==> src/rtl/irq_pkg.sv <==
// irq_pkg: shared constants for the IRQ capture front-end and the 4-to-2 priority encoder.
package irq_pkg;
    localparam int N_SRC = 4;
    localparam int IDX_W = 2;
    localparam logic [IDX_W-1:0] IDX_I0 = 2'd0;
    localparam logic [IDX_W-1:0] IDX_I1 = 2'd1;
    localparam logic [IDX_W-1:0] IDX_I2 = 2'd2;
    localparam logic [IDX_W-1:0] IDX_I3 = 2'd3;
endpackage

==> src/rtl/sync_bit.sv <==
// sync_bit: single-bit STAGES-deep synchroniser with asynchronous active-low reset.
module sync_bit #(
    parameter int STAGES = 2
) (
    input  logic clk,
    input  logic rst_n,
    input  logic d,
    output logic q
);
    logic [STAGES-1:0] chain;
    always_ff @(posedge clk or negedge rst_n) begin
        if (!rst_n) chain <= '0;
        else        chain <= {chain[STAGES-2:0], d};
    end
    assign q = chain[STAGES-1];
endmodule

==> src/rtl/irq_pending_capture.sv <==
// irq_pending_capture: synchronise, rise-detect and hold four IRQ lines as pending bits for the encoder.
// Define IRQ_OVERFLOW_EN to add sticky per-source overflow flags (ovf) with a global ovf_clr.
module irq_pending_capture
    import irq_pkg::*;
#(
    parameter int SYNC_STAGES = 2
) (
    input  logic             clk,
    input  logic             rst_n,
    input  logic [N_SRC-1:0] irq_raw,
    input  logic [N_SRC-1:0] irq_mask,
    input  logic             clr_valid,
    input  logic [IDX_W-1:0] clr_idx,
`ifdef IRQ_OVERFLOW_EN
    input  logic             ovf_clr,
    output logic [N_SRC-1:0] ovf,
`endif
    output logic [N_SRC-1:0] pend,
    output logic             any_pend
);
    if (N_SRC != 4 || SYNC_STAGES < 2 || SYNC_STAGES > 4) begin : g_bad_cfg
        $error("irq_pending_capture: N_SRC must be 4 and SYNC_STAGES must be 2..4");
    end
    logic [N_SRC-1:0] s, prev, set, clr;
    for (genvar k = 0; k < N_SRC; k++) begin : g_sync
        sync_bit #(.STAGES(SYNC_STAGES)) u_sync (.clk(clk), .rst_n(rst_n), .d(irq_raw[k]), .q(s[k]));
    end
    always_comb begin
        set = s & ~prev & irq_mask;
        clr = clr_valid ? N_SRC'(1) << clr_idx : '0;
    end
    // set is ORed after the clear so a fresh edge is never lost to a same-cycle clear
    always_ff @(posedge clk or negedge rst_n) begin
        if (!rst_n) begin
            prev <= '0;
            pend <= '0;
        end else begin
            prev <= s;
            pend <= (pend & ~clr) | set;
        end
    end
`ifdef IRQ_OVERFLOW_EN
    always_ff @(posedge clk or negedge rst_n) begin
        if (!rst_n) ovf <= '0;
        else        ovf <= (ovf & ~{N_SRC{ovf_clr}}) | (set & pend & ~clr);
    end
`endif
    assign any_pend = |pend;
endmodule
==> config.mk <==
export PLATFORM = sky130hd
export DESIGN_NAME = irq_pending_capture
export DESIGN_NICKNAME = d
export VERILOG_FILES = /design/src/rtl/irq_pkg.sv /design/src/rtl/sync_bit.sv /design/src/rtl/irq_pending_capture.sv
export SDC_FILE = /design/constraint.sdc
export NUM_CORES = 1
export LEC_CHECK = 0
export BUFFER_PORTS_ARGS = -buffer_cell sky130_fd_sc_hd__buf_2
export CORE_MARGIN = 1
export CORE_UTILIZATION = 35
export DETAILED_ROUTE_END_ITERATION = 16
export PLACE_DENSITY_LB_ADDON = 0.1
export SLEW_MARGIN = 10
export SYNTH_ARGS = -nofsm -noshare
export SYNTH_HDL_FRONTEND = slang
export SYNTH_SLANG_ARGS = --single-unit
==> constraint.sdc <==
create_clock -name clk -period 0.87 [get_ports clk]
set_input_delay 0.087 -clock clk [delete_from_list [all_inputs] [get_ports clk]]
set_output_delay 0.087 -clock clk [all_outputs]
set_load 0.01 [all_outputs]
Yosys cells after proc, flatten, opt, wreduce, memory -nomap -nowiden. Index checks and enable logic that the tools add are counted.

Shifts and indexed selects: 1. Multiplexer cells: 1. Bitwise logic cells: 6. Reductions and logical operators: 1.

Operator list (number): $and A4 B4 Y4 (3); $not A4 Y4 (2); $mux W4 (1); $or A4 B4 Y4 (1); $reduce_or A4 Y1 (1); $shl A1 B2 Y4 const A (1).

Register bits: 16. Bits of input ports: 13. Output and inout port bits: 5. Logic and storage cells: 15.

Longest topological paths before layout.
Depth after elaboration: 5. Mapped depth: 2. Mapped depth without buffers: 2.

Modules after synthesis. From an unflattened synthesis, not the netlist that was laid out.

Cell total of the unflattened synthesis: 30. Area total of the unflattened synthesis: 486.7 µm².

Modules (own cells, without submodules): irq_pending_capture (instances 1, cells an instance 22, area each 286.5 µm², sequential area each 200.2 µm²); sync_bit (instances 4, cells an instance 2, area each 50.0 µm², sequential area each 50.0 µm²).

Worst setup path after synthesis. No wires, ideal clock.

Path kind: reg2out. From: register pend[1]. To: output any_pend. Arrival time: 980 ps. Slack: -197 ps. Cell stages (with the launch flop): 2. Path buffers: 0. Cell sequence: dfrtp_1 > or4_1.

Word-level cells in the longest chain between the ends: 1.

Ends and longest elaborated chain: start, declared (RTL line irq_pending_capture.sv:18) `output logic [N_SRC-1:0] pend,`; start signal, assigned (RTL line irq_pending_capture.sv:39) `pend <= (pend & ~clr) | set;`; $reduce_or A4 Y1 (RTL line irq_pending_capture.sv:48) `assign any_pend = |pend;`; end, declared (RTL line irq_pending_capture.sv:19) `output logic any_pend`.

Every way passes these cells.

Final worst setup path.
From: register pend[3]. To: output any_pend.

Same word-level chain as after synthesis.

==> results.tsv <==
stage	metric	value	unit
cts	CTS tree	yes	
die	die area	1540	um^2
logic_synthesis	Primary FF master, synth	dfrtp_1	
detailed_routing	DR vias/cell	4.49	
power	Max VDD drop	956	uV
setup_path	Worst Path Class, Setup	reg -> out	
cells_and_area	final core utilization	0.588	
cts	worst-skew pair later-pin latency	0.27	ns
global_routing	vias in the first global route	331	
die	area of the core	1300	um^2
cells_and_area	Layout Area Growth over Synthesis	57.1	%
global_routing	initial antenna violation count	0	
timing	worst clock skew	0.000355	ns
logic_synthesis	Avg Cell Area, Syn	16.2	um^2
cts	number of clock sinks	16	
cts	Clock Tree Root	clkbuf_4	
logic_synthesis	Synth top area share	0.823	
logic_synthesis	distinct cell type count after synthesis	9	
power	P per Cell Area	1940	nW/um^2
min_path	Hold WC Path Type	in -> reg	
global_routing	M1 GR Usage	0.149	
logic_synthesis	Synth Cell Area	487	um^2
timing	max frequency	712	MHz
cts	Reg clk slew, reported paths	0.08	ns
global_routing	largest net degree at the start of global routing	17	
cells_and_area	Final Instance Area	764	um^2
power	power consumption	1480	uW
setup_path	crit start category	flop	
global_routing	first-pass GRT wire length	1240	um
timing	hold slack	0.0607	ns
timing	Final Worst Setup Slack	-0.535	ns
outcome	status	finished with violations	
detailed_routing	drc violations	0	
timing	min Tclk post-route	1.41	ns
global_routing	Most Used Layer, Global Route	met2	
logic_synthesis	Synth Net Count	43	
setup_path	crit path from	pend[3]	
power	Leak	0.000363	uW
global_routing	GR Util met2	0.196	
outcome	failing checks	negative setup slack	
placed_design	dpl hpwl	583	um
setup_path	Bufs and invs on worst path	1	
logic_synthesis	ys async rst share	1.00	
timing	Slew Viols, Final	0	
detailed_routing	DR iter-0 viols	4	
logic_synthesis	sequential share of the synthesized area	0.823	
timing	final setup fails	5	
placed_design	RD Place Congestion	0.598	
global_routing	grt total ovfl	0	
timing	final hold vios	0	
setup_path	CP Data Required Time	0.78	ns
detailed_routing	Pre-Repair DR Iteration Count	4	
placed_design	dpl cell area	624	um^2
cells_and_area	share of cells above drive strength 1	0.459	
die	width of the chip	39.3	um
logic_synthesis	number of synthesized register bits	16	
setup_path	Worst Setup End Kind	primary output	
setup_path	cell family with most CP delay	simple AND/OR/NAND/NOR gates	
logic_synthesis	synth cell count leaders	dfrtp_1 (16), nand2_1 (4), o2bb2ai_1 (3)	
cts	CTS H-Tree Depth	1	
detailed_routing	routed via count	341	
logic_synthesis	Synthesis Warnings	0	
timing	Worst slew margin	0.775	
cells_and_area	Total Nets Final	76	
setup_path	CP arrival	1.32	ns
die	# rows	13	
setup_path	Reg2Reg Setup Slack	0.02	ns
cells_and_area	n_diodes	0	
timing	worst slew pin tran	0.338	ns
die	I/O pins	18	
cts	Max Root-Sink Buffers	2	
setup_path	Critical-path top delay cell	or4_4	
setup_path	reg2reg start	pend[2]	
logic_synthesis	number of enable flip-flop cells after synthesis	0	
logic_synthesis	most common cell in the netlist	dfrtp_1	
global_routing	GR Util met3	0.0511	
setup_path	cells on worst reg2reg path	3	
die	starting density of the core	0.374	
setup_path	worst path cell trace	or4_4, buf_6	
setup_path	Crit path depth	2	
logic_synthesis	Syn Inst Count	30	
logic_synthesis	area leader, netlist	dfrtp_1	
detailed_routing	antenna-violating nets left	0	
detailed_routing	total wire length	857	um
setup_path	Critical Path Max Stage Delay	0.53	ns
die	die height	39.3	um
cts	cts bufs inserted	3	
detailed_routing	Routed WL per cell	11.3	um
setup_path	CP endpoint	any_pend	
placed_design	IO buf count	17	
setup_path	RR Endpoint	pend[2]	
run	number of max-cap violations	0	
setup_path	CP max FO	2	
global_routing	total track usage	0.131	
timing	Period Utilization, post-route	1.62	
logic_synthesis	Synth area leaders	dfrtp_1 (82%), o2bb2ai_1 (5.4%), nand2_1 (3.1%)	
timing	RSZ-0062 raised after global routing	true	
-- cell families after synthesis --
logic type,Yosys count,share of synthesized area
flip-flops,16,0.823
AND/OR/NAND/NOR,9,0.103
AO/OA/AOI/OAI,4,0.0669
buffers and inverters,1,0.00770
-- per-stage QoR --
stage                     TNS (ns)  instances  setup WS (ns)
final                        -1.11         76         -0.535
after global routing         -1.33         76         -0.581
after CTS                    -1.19         75         -0.550
after detailed placement    -0.246         66         -0.246
after global placement      -0.232         66         -0.232
after floorplan             -0.173         30         -0.173
-- worst register-to-register path, delay by kind of cell (launching register included) --
family	cells	cell delay, ns
buffers and inverters	2	0.24
AOI/OAI and AO/OA	1	0.11
DFF	1	0.40
-- cell type report --
cell class	instances	area, um^2
inverter	1	3.75
sequential	16	400
fill	113	537
timing repair buffer	28	226
tap	15	18.8
clock buffer	3	22.5
multi-input combinational	13	92.6
-- layer usage --
metal | routed length, um | part of all wire | vias to the layer above
met1 | 377 | 0.44 | 155
met2 | 420 | 0.49 | 17
met4 | 0 | 0 | 0
met3 | 59 | 0.069 | 0
met5 | 0 | 0 | -
li1 | - | - | 169
-- power by group --
group | internal, uW | switching [uW] | leakage, uW
clock network | 160 | 200 | 0.0000138
registers | 800 | 30.1 | 0.000186
logic | 195 | 98.6 | 0.000163
-- cell usage in the layout (no fill, tap or decap) --
| master | count |
|---|---|
| inv_1 | 1 |
| buf_4 | 2 |
| nand2_1 | 4 |
| buf_2 | 12 |
| or4_4 | 1 |
| buf_6 | 9 |
| nand3b_1 | 2 |
| clkbuf_4 | 3 |
| nor3b_1 | 1 |
| dfrtp_1 | 16 |
| o2bb2ai_2 | 1 |
| nand3_1 | 1 |
| o22ai_1 | 1 |
| dlygate4sd3_1 | 5 |
| o2bb2ai_1 | 2 |
-- registers in the layout (all words and copies together) (netlist names) --
| signal | count |
|---|---|
| g_sync.u_sync.chain | 8 |
| prev | 4 |
| pend | 4 |
-- timing repair --
item                       4_1_cts  5_1_grt
hold buffers                     5        0
pin swaps                        1        0
gates cloned                     0        0
resized for setup                9        2
hold endpoints to repair        20        0
buffers inserted                 1        3
setup endpoints to repair        5        5
-- how the worst min path moves through the flow --
stage / from / end / slack (ns) / depth (start not counted)
2_1_floorplan: rst_n / g_sync[0].u_sync.chain[0] / -0.21 / 0
3_3_place_gp: rst_n / prev[2] / -0.001 / 1
3_5_place_dp: rst_n / pend[1] / 0.02 / 1
4_1_cts: irq_mask[0] / pend[0] / 0.05 / 3
5_1_grt: irq_mask[0] / pend[0] / 0.06 / 3
6_report: irq_mask[3] / pend[3] / 0.06 / 3
Note: power is estimated with default switching activity, not from simulation.
